--- config.mk ---
export PLATFORM = sky130hd
export DESIGN_NAME = spi_bus_port
export DESIGN_NICKNAME = d
export VERILOG_FILES = /design/src/rtl/spi_bus_port.sv
export SDC_FILE = /design/constraint.sdc
export NUM_CORES = 1
export LEC_CHECK = 0
export BUFFER_PORTS_ARGS = -buffer_cell sky130_fd_sc_hd__buf_2
export CELL_PAD_IN_SITES_DETAIL_PLACEMENT = 2
export CELL_PAD_IN_SITES_GLOBAL_PLACEMENT = 2
export CORE_ASPECT_RATIO = 1.4
export CORE_MARGIN = 3
export CORE_UTILIZATION = 25
export DETAILED_ROUTE_END_ITERATION = 7
export PLACE_DENSITY_LB_ADDON = 0.1
export RECOVER_POWER = 100
export SLEW_MARGIN = 20
export SYNTH_ARGS = -nofsm -noshare
export SYNTH_HDL_FRONTEND = slang
export SYNTH_SLANG_ARGS = --single-unit
export TNS_END_PERCENT = 50
--- constraint.sdc ---
create_clock -name CLK -period 3 [get_ports CLK]
set_clock_uncertainty 0.15 [all_clocks]
set_input_delay 0.3 -clock CLK [delete_from_list [all_inputs] [get_ports CLK]]
set_output_delay 0.3 -clock CLK [all_outputs]
set_load 0.1 [all_outputs]
--- src/rtl/spi_bus_port.sv ---
// spi_bus_port: memory-mapped SPI master (mode 0, MSB first, 16-bit words).
// AddrIn latches the slave select, DWrite starts a transfer, DRead acknowledges
// the received word. Optional macro SPI_PORT_LOOPBACK_EN adds a LoopEn input
// that feeds MOSI back into the receive shifter instead of MISO.
module spi_bus_port #(
  parameter int unsigned CLK_DIV = 4,
  parameter int unsigned NUM_CS  = 4
) (
  input  logic              CLK,
  input  logic              RST,
  input  logic [15:0]       BusIn,
  input  logic              AddrIn,
  input  logic              DWrite,
  input  logic              DRead,
  output logic [15:0]       DOut,
  output logic              Busy,
  output logic              RxValid,
  output logic              Overrun,
  output logic              SCLK,
  output logic              MOSI,
  input  logic              MISO,
`ifdef SPI_PORT_LOOPBACK_EN
  input  logic              LoopEn,
`endif
  output logic [NUM_CS-1:0] CS_N
);

  localparam int unsigned SEL_W = (NUM_CS > 1) ? $clog2(NUM_CS) : 1;

  typedef enum logic [2:0] {IDLE, LEAD, SHIFT, TRAIL, DONE} state_t;

  state_t             state;
  logic [SEL_W-1:0]   sel;
  logic [SEL_W-1:0]   sel_next;
  logic [NUM_CS-1:0]  cs_next;
  logic [15:0]        tx_sh;
  logic [15:0]        rx_sh;
  logic [15:0]        rx_reg;
  logic [7:0]         div;
  logic [4:0]         bit_cnt;
  logic               tick;
  logic               sample;

  assign DOut = rx_reg;
  assign tick = (div == 8'(CLK_DIV - 1));

`ifdef SPI_PORT_LOOPBACK_EN
  assign sample = LoopEn ? MOSI : MISO;
`else
  assign sample = MISO;
`endif

  // Select used by a transfer starting now: a same-cycle AddrIn takes effect.
  // Out-of-range selects match no line, so every CS_N stays high.
  always_comb begin
    sel_next = AddrIn ? BusIn[SEL_W-1:0] : sel;
    cs_next  = '1;
    for (int unsigned i = 0; i < NUM_CS; i++) begin
      if (sel_next == SEL_W'(i)) cs_next[i] = 1'b0;
    end
  end

  // Transfer state machine; all SPI pins and status flags are registered.
  always_ff @(posedge CLK or posedge RST) begin
    if (RST) begin
      state   <= IDLE;
      sel     <= '0;
      tx_sh   <= '0;
      rx_sh   <= '0;
      rx_reg  <= '0;
      div     <= '0;
      bit_cnt <= '0;
      Busy    <= 1'b0;
      RxValid <= 1'b0;
      Overrun <= 1'b0;
      SCLK    <= 1'b0;
      MOSI    <= 1'b0;
      CS_N    <= '1;
    end else begin
      // DRead clear is placed first so a DONE set later in this block wins.
      if (DRead) RxValid <= 1'b0;
      if (DWrite && state != IDLE) Overrun <= 1'b1;

      case (state)
        IDLE: begin
          SCLK <= 1'b0;
          if (AddrIn) sel <= BusIn[SEL_W-1:0];
          if (DWrite) begin
            tx_sh <= BusIn;
            MOSI  <= BusIn[15];
            CS_N  <= cs_next;
            Busy  <= 1'b1;
            div   <= '0;
            state <= LEAD;
          end
        end
        LEAD: begin
          if (tick) begin
            div     <= '0;
            bit_cnt <= '0;
            state   <= SHIFT;
          end else begin
            div <= div + 8'd1;
          end
        end
        SHIFT: begin
          if (tick) begin
            div <= '0;
            if (!SCLK) begin
              SCLK  <= 1'b1;
              rx_sh <= {rx_sh[14:0], sample};
            end else begin
              SCLK    <= 1'b0;
              tx_sh   <= {tx_sh[14:0], 1'b0};
              MOSI    <= tx_sh[14];
              bit_cnt <= bit_cnt + 5'd1;
              if (bit_cnt == 5'd15) state <= TRAIL;
            end
          end else begin
            div <= div + 8'd1;
          end
        end
        TRAIL: begin
          if (tick) begin
            div   <= '0;
            state <= DONE;
          end else begin
            div <= div + 8'd1;
          end
        end
        DONE: begin
          CS_N    <= '1;
          MOSI    <= 1'b0;
          rx_reg  <= rx_sh;
          RxValid <= 1'b1;
          Busy    <= 1'b0;
          state   <= IDLE;
        end
        default: state <= IDLE;
      endcase
    end
  end

endmodule
# ---- Yosys cells after proc, flatten, opt, wreduce, memory -nomap -nowiden
# Cells that the tools add are included.
dict set report classes {
  addsub 2
  n_eq_ne 15
  mux 36
  bitwise_logic 1
  n_reduce_logical 19
}
# cell n
set ops {}
lappend ops {{$mux W15} 3}
lappend ops {{$pmux W15 S2} 1}
lappend ops {{$mux W3} 6}
lappend ops {{$mux W8} 2}
lappend ops {{$pmux W8 S2} 1}
lappend ops {{$mux W5} 3}
lappend ops {{$mux W1} 12}
lappend ops {{$ne A2 B2 Y1 const B} 6}
lappend ops {{$pmux W3 S4} 1}
lappend ops {{$reduce_and A4 Y1} 3}
lappend ops {{$pmux W5 S2} 1}
lappend ops {{$reduce_bool A2 Y1} 5}
lappend ops {{$add A8 B1 Y8 const B} 1}
lappend ops {{$eq A8 B2 Y1 const B} 1}
lappend ops {{$pmux W4 S2} 1}
lappend ops {{$eq A3 B2 Y1 const B} 2}
lappend ops {{$reduce_and A2 Y1} 3}
lappend ops {{$reduce_and A6 Y1} 1}
lappend ops {{$reduce_bool A3 Y1} 2}
lappend ops {{$add A5 B1 Y5 const B} 1}
lappend ops {{$eq A5 B4 Y1 const B} 1}
lappend ops {{$eq A2 B2 Y1 const B} 2}
lappend ops {{$mux W4} 1}
lappend ops {{$pmux W1 S2} 2}
lappend ops {{11 further kinds} 11}
dict set report totals {
  register_bits 74
  in_bits 22
  output_inout_bits 25
  elab_cells 86
}

# ---- Depth between registers and ports, before layout
# Gate-level depths: netlist (run 1).
dict set report depth {
  depth_word 5
  depth_mapped 7
  mapped_depth_nobuf 5
}

# ---- Worst setup path before layout (run 1)
# Ideal clock, no wire load.
dict set report synth_timing {
  path_type {flip-flop to flip-flop}
  start {reg SCLK}
  end {reg bit_cnt[3]}
  setup_time_ns 0.087
  arrival_ns 2.105
  t_required_ns 2.763
  path_slack_ns 0.658
  path_stages_with_launch 5
  n_path_buf 0
  period_less_slack_ns 2.342
  cell_sequence {dfrtp_1 > and4bb_2 > o211ai_1 > or3_1 > a22oi_1}
}
dict set report synth_via {
  elab_chain_len 2
}
# item line_no
set synth_rtl {}
lappend synth_rtl {{from (decl)} 19} ;# output logic SCLK,
lappend synth_rtl {{from (signal assigned)} 76} ;# SCLK <= 1'b0;
lappend synth_rtl {{from (signal assigned)} 86} ;# SCLK <= 1'b0;
lappend synth_rtl {{from (signal assigned)} 110} ;# SCLK <= 1'b1;
lappend synth_rtl {{$ne A2 B2 Y1 (no line)} n/a}
lappend synth_rtl {{$reduce_and A4 Y1 (no line)} n/a}
lappend synth_rtl {{to (signal assigned)} 116} ;# bit_cnt <= bit_cnt + 5'd1;
lappend synth_rtl {{to (decl)} 40} ;# logic [4:0] bit_cnt;
# No other way between the ends.
# A chain may end at the register's enable or synchronous reset.

# ---- Final worst setup path (run 1)
dict set report layout_timing {
  start {reg state[0]}
  end {reg rx_sh[9]}
}
dict set report layout_via {
  elab_chain_len 2
}
# item line_no
set layout_rtl {}
lappend layout_rtl {{from (decl)} 32} ;# state_t state;
lappend layout_rtl {{from (signal assigned)} 66} ;# state <= IDLE;
lappend layout_rtl {{from (signal assigned)} 94} ;# state <= LEAD;
lappend layout_rtl {{from (signal assigned)} 101} ;# state <= SHIFT;
lappend layout_rtl {{$eq A3 B2 Y1} 84} ;# case (state)
lappend layout_rtl {{$reduce_and A3 Y1 (no line)} n/a}
lappend layout_rtl {{to (signal assigned)} 111} ;# rx_sh <= {rx_sh[14:0], sample};
lappend layout_rtl {{to (decl)} 37} ;# logic [15:0] rx_sh;
# No other way between the ends.

==> impl_metrics.ini, run 1 <==
[sta]
fmaxAchievable_ghz = 0.388
hold_viol_final = 0
worst_slew_pin_slew_ns = 1.22
finalWorstPathRequiredPeriod_ns = 2.58
hold_ws_ns = 0.0459
max_slew_margin_pct = 19.2
final_setup_violating_endpoints = 0
timing.final.max_slew_violations = 0
grt_setup_unrepaired = false
fin_crit_sh_pct = 85.9
setup_tns_ns = 0

[route]
detail_route.wirelength.met1_mm = 3.48
route.vias.total = 2348
amount_of_wire_on_met3_after_detailed_routing_um = 321
totalWireLength_mm = 8.10
detailedRoute.firstIterationViolations = 54
drt-pass1-iter-count = 4
ant_nets = 0
viasPerCell = 4.52
remaining_drc_errors = 0
detail_route.wl_per_cell_um = 15.6
wl_met2_mm = 4.12
top_layer = met4

[finish]
fraction_of_layout_cells_with_a_size_suffix_above_1_pct = 26.6
design.final.nets = 362
n_fill_cell = 1457
n_antenna_cell = 0
synthToLayoutAreaGrowth_pct = 18.5
mostFrequentLayoutCell = sky130_fd_sc_hd__dfrtp_1
layout_common_cells = sky130_fd_sc_hd__dfrtp_1 (70), sky130_fd_sc_hd__nand2_1 (51), sky130_fd_sc_hd__mux2_2 (37)

[synth]
avgSynthCellArea_um2 = 11.7
async_flop_share_pct = 100
dominant_combinational_cell_family_by_area_after_synthesis = multiplexers
postSynthCellCount = 288
post_synthesis_simple_gate_area_fraction_pct = 14.1
number_of_enable_type_register_cells_in_the_synthesized_netlist = 0
synth_seq_cells = 74
synth-compound-area-share_pct = 8.03
yosys_most_used_dff = sky130_fd_sc_hd__dfrtp_1
netlist-cell-type-count = 50
synth_sequential_area_ratio_pct = 54.9
syn_std_cell_area_um2 = 3380
yosys_warnings = 0
synthAdderAreaFrac_pct = 1.11
muxShareOfSynthArea_pct = 18.0
syn-num-nets = 313
synth_xor_xnor_area_share_pct = 0.259

[flow_run]
number_of_maximum_capacitance_constraint_violations = 0

[critical_path]
setup.worst_path.start = state[0]
worst-endpoint-arrival_ns = 2.64
criticalPathCategory = reg2reg
critical_path_depth = 4
critical_path.n_buffers_inverters = 0
slowest_cell_on_crit_path = sky130_fd_sc_hd__or3b_2
worst_r2r_endpoint = rx_sh[9]
timing.reg2reg.worst_path_depth = 4
regToRegSetupSlack_ns = 0.42
cp-end-kind = flop
slowest_delay_ns = 0.76
worstSetupStartpointType = flop
critPathTopFamily = simple AND/OR/NAND/NOR gates
crit_required_ns = 3.06
worstSetupEndpoint = rx_sh[9]
timing.critical_path.cells = or3b_2 -> nor2_1 -> nand2_4 -> mux2_1
reg2reg_from = state[0]
crit_path_max_fanout = 21

[clock_network]
cts_resized = 0
clkLatencyLatePin_ns = 0.33
clock_tree_from_tritoncts = yes
cts_max_level = 3
root_cell_of_the_clock_tree = sky130_fd_sc_hd__clkbuf_16
postCtsSetupRepairBufs = 0
hold_bufs_inserted_after_cts = 2
cts_buffers = 9
cts-root-to-sink-buffers = 2
clock-sinks = 74
worst_setup_hold_path_clk_slew_ns = 0.06

[power_and_ir_drop]
p_clk_share_pct = 48.5
post-layout-total-power_mw = 2.08
p_leak_nw = 1.82
power.internal_mw = 1.61
peakVddDrop_mv = 0.307
netSwitchingFraction_pct = 22.6
power_density_nw_per_um2 = 520
p_comb_share_pct = 3.0
seqPwrFrac_pct = 48.5
p_switching_uw = 471

[global_routing]
gr-total-overflow = 0
largest_net_degree_at_the_start_of_global_routing = 54
grt_pass1_vias = 2703
grt_pass1_wl_mm = 14.2
grt_use_total_pct = 11.9
grt_antenna_before_repair = 0

[die]
io_pins = 47
die_area_um2 = 15000
core_area_um2 = 13100
initial_util_pct = 25.9
die_y_um = 144
placementRows = 49
fp.dieW_um = 104

[hold_path]
worst_hold_check_path_type = in2reg
min_delay_path_depth = 2
timing.hold.worst.start = MISO

[placement]
global_placement_routability_congestion = 0.706
hpwl_mm = 5.71
place.port_buffers = 46

[status]
run_status = finished, final reports clean
## worst min path at each step
| stage | endpoint | slack (ns) |
|---|---|---|
| floorplan | RxValid | 0.26 |
| global placement | tx_sh[7] | 0.25 |
| detailed placement | tx_sh[7] | 0.24 |
| CTS | rx_sh[0] | 0.03 |
| global route | rx_sh[0] | 0.04 |
| finish | rx_sh[0] | 0.05 |
## final cells by class
cell class	instances	area, µm²	area share (%)
flip-flops and latches	74	1860	46.4
multi-input cells	190	1360	34.0
repair buffers	52	245	6.12
clock buffers	11	243	6.06
well taps	178	223	5.56
clock inverters	5	38.8	0.969
inverters	10	37.5	0.938
## worst register-to-register path: stages, from the launching register on
cell                      delay [ns]
sky130_fd_sc_hd__dfrtp_1        0.53
sky130_fd_sc_hd__or3b_2         0.76
sky130_fd_sc_hd__nor2_1         0.40
sky130_fd_sc_hd__nand2_4        0.24
sky130_fd_sc_hd__mux2_1         0.38
## metal layers
layer,up-vias,track usage (%)
li1,1097,-
met1,1200,14.3
met2,40,20.4
met3,11,2.79
met4,0,5.67
met5,-,0
## cell usage after synthesis (2+ instances only)
library cell | instances | area share [%]
sky130_fd_sc_hd__nor2_1 | 9 | 1.0
sky130_fd_sc_hd__buf_4 | 3 | 0.67
sky130_fd_sc_hd__a31oi_1 | 2 | 0.37
sky130_fd_sc_hd__dfstp_2 | 4 | 3.1
sky130_fd_sc_hd__mux2_2 | 37 | 12
sky130_fd_sc_hd__mux2i_1 | 6 | 1.8
sky130_fd_sc_hd__inv_1 | 10 | 1.1
sky130_fd_sc_hd__mux2_4 | 8 | 3.6
sky130_fd_sc_hd__nand3_1 | 8 | 1.2
sky130_fd_sc_hd__or2_2 | 4 | 0.74
sky130_fd_sc_hd__nand2_1 | 51 | 5.7
sky130_fd_sc_hd__or3b_2 | 2 | 0.52
sky130_fd_sc_hd__a41oi_1 | 2 | 0.52
sky130_fd_sc_hd__buf_2 | 3 | 0.44
sky130_fd_sc_hd__a21oi_1 | 8 | 1.2
sky130_fd_sc_hd__or3_1 | 2 | 0.37
sky130_fd_sc_hd__o21ai_0 | 14 | 2.1
sky130_fd_sc_hd__nor3_1 | 3 | 0.44
sky130_fd_sc_hd__buf_6 | 2 | 0.67
sky130_fd_sc_hd__ha_1 | 3 | 1.1
sky130_fd_sc_hd__dfrtp_1 | 70 | 52
sky130_fd_sc_hd__o22a_1 | 2 | 0.52
sky130_fd_sc_hd__clkbuf_1 | 5 | 0.56
sky130_fd_sc_hd__and3_1 | 3 | 0.56
sky130_fd_sc_hd__nor3b_1 | 2 | 0.44
## power groups by stage
stage | clock, mW | combinational (mW) | sequential (mW)
after floorplan | 0 | 0.0242 | 1.04
after global routing | 1.10 | 0.0714 | 1.01
final | 1.01 | 0.0620 | 1.01
after global placement | 0 | 0.0674 | 1.03
after CTS | 1.06 | 0.0696 | 1.01
after detailed placement | 0 | 0.0672 | 1.03
## registers in the layout, indices dropped and copies added, names as in the netlist, 2 cells and up
register	count
rx_sh	16
DOut	16
tx_sh	15
div	8
bit_cnt	5
CS_N	4
sel	2
state	3
## per-stage QoR
stage	worst slack [ns]	util, %	cell area [µm²]	cells
finish	0.424	30.7	4000	520
floorplan	0.658	-	3380	288
global placement	0.509	29.0	3790	502
detailed placement	0.472	29.0	3790	502
global route	0.236	30.7	4000	520
CTS	0.461	31.4	4090	520
## kinds of logic after synthesis
group	after synthesis
AO/OA/AOI/OAI	40
XOR/XNOR	1
adder cells (fa/ha/maj)	3
buffers and inverters	24
flip-flops	74
multiplexers	52
AND/OR/NAND/NOR	94
Power figures use the tool's default switching activity.
==> run 2, diff against run 1 <==
- CORE_UTILIZATION: 25 -> 38
==> impl_metrics.ini, run 2 (synthesis results as in run 1) <==
[status]
run_status = finished, final reports clean

[sta]
finalWorstPathRequiredPeriod_ns = 2.57
fin_crit_sh_pct = 85.7
worst_slew_pin_slew_ns = 1.18
fmaxAchievable_ghz = 0.389
max_slew_margin_pct = 21.6
hold_viol_final = 0
timing.final.max_slew_violations = 0
grt_setup_unrepaired = false
final_setup_violating_endpoints = 0
setup_tns_ns = 0
hold_ws_ns = 0.0208

[route]
detail_route.wl_per_cell_um = 18.5
amount_of_wire_on_met3_after_detailed_routing_um = 234
detail_route.wirelength.met1_mm = 3.36
wl_met2_mm = 4.50
viasPerCell = 5.36
detailedRoute.firstIterationViolations = 54
remaining_drc_errors = 0
totalWireLength_mm = 8.27
route.vias.total = 2391
top_layer = met4
ant_nets = 0
drt-pass1-iter-count = 4

[global_routing]
largest_net_degree_at_the_start_of_global_routing = 51
grt_pass1_vias = 2723
grt_antenna_before_repair = 0
grt_pass1_wl_mm = 13.9
grt_use_total_pct = 17.7
gr-total-overflow = 0

[placement]
global_placement_routability_congestion = 0.709
placed_cells_incl_taps = 429
place.port_buffers = 46
hpwl_mm = 5.58

[die]
die_area_um2 = 10100
placementRows = 40
core_area_um2 = 8610
fp.dieW_um = 85.7
die_y_um = 118
initial_util_pct = 39.3
io_pins = 47

[flow_run]
number_of_maximum_capacitance_constraint_violations = 0

[critical_path]
crit_required_ns = 3.07
worstSetupStartpointType = flop
slowest_delay_ns = 0.86
regToRegSetupSlack_ns = 0.43
reg2reg_from = state[2]
timing.reg2reg.worst_path_depth = 4
worst_r2r_endpoint = MOSI
crit_path_max_fanout = 20
critical_path.n_buffers_inverters = 0
critical_path_depth = 4
criticalPathCategory = reg2reg
slowest_cell_on_crit_path = sky130_fd_sc_hd__or3b_1
critPathTopFamily = simple AND/OR/NAND/NOR gates
timing.critical_path.cells = or3b_1 -> nand2_1 -> a21oi_1 -> mux2_2
worst-endpoint-arrival_ns = 2.64
cp-end-kind = flop

[clock_network]
cts_buffers = 9
postCtsSetupRepairBufs = 0
worst_setup_hold_path_clk_slew_ns = 0.06
cts_max_level = 3
cts-root-to-sink-buffers = 2
clkLatencyLatePin_ns = 0.34
root_cell_of_the_clock_tree = sky130_fd_sc_hd__clkbuf_16
clock_tree_from_tritoncts = yes
clock-sinks = 74

[finish]
n_fill_cell = 932
design.final.nets = 361
fraction_of_layout_cells_with_a_size_suffix_above_1_pct = 25.8
instances_no_fill = 446
mostFrequentLayoutCell = sky130_fd_sc_hd__dfrtp_1
layout_common_cells = sky130_fd_sc_hd__dfrtp_1 (70), sky130_fd_sc_hd__nand2_1 (51), sky130_fd_sc_hd__mux2_2 (35)
synthToLayoutAreaGrowth_pct = 17.1
n_antenna_cell = 0

[power_and_ir_drop]
peakVddDrop_mv = 0.366
power_density_nw_per_um2 = 566
p_leak_nw = 1.83

[hold_path]
timing.hold.worst.start = DRead
min_delay_path_depth = 2
holdPathEnd = RxValid
worst_hold_check_path_type = in2reg
==> run 2: changes by cell type in the layout (fill, tap and decap cells not counted), sizes merged <==
cell and change:
buf +1, bufinv +2, clkinvlp +2, dlygate4sd3 -1
clkbuf -2, clkinv -3
==> run 2: layout make-up <==
cell class                      instances  area (µm²)  area share, %
Sequential cell                        74        1860           46.9
Tap cell                              105         131           3.32
Multi-Input combinational cell        190        1360           34.4
Inverter                               10        37.5          0.949
Timing Repair Buffer                   51         248           6.26
Clock inverter                          6        91.3           2.31
Clock buffer                           10         229           5.79
==> run 2: worst max path at each step <==
stage / slack, ns / start / endpoint
after global routing: 0.24 / state[2] / rx_sh[14]
final: 0.43 / state[2] / MOSI
after CTS: 0.58 / state[2] / tx_sh[2]
after floorplan: 0.66 / SCLK / bit_cnt[3]
after detailed placement: 0.61 / state[2] / tx_sh[2]
after global placement: 0.68 / state[2] / tx_sh[5]
==> run 2: layer usage <==
layer  vias to the layer above  track usage (%)
met1                      1240             20.6
met2                        35             31.6
met3                        15             2.80
li1                       1101                -
met4                         0             7.62
met5                         -                0
==> run 2: report_power, final <==
group	internal (mW)	switching, mW
clock	0.731	0.433
sequential	1.01	0.00503
combinational	0.0199	0.0439
total	1.76	0.482
==> run 2: timing repair <==
| action | in CTS | in global routing |
|---|---|---|
| hold endpoints to repair | 24 | 0 |
| resized for setup | 0 | 0 |
| hold buffers | 1 | 0 |
==> run 2: metrics by stage <==
stage | area, µm² | utilization [%] | worst slack (ns) | power, mW
CTS | 4030 | 46.8 | 0.584 | 2.26
global route | 3960 | 46.0 | 0.236 | 2.31
global placement | 3700 | 43.0 | 0.679 | 1.09
detailed placement | 3700 | 43.0 | 0.612 | 1.09
finish | 3960 | 46.0 | 0.429 | 2.24
floorplan | 3380 | - | 0.658 | 1.06
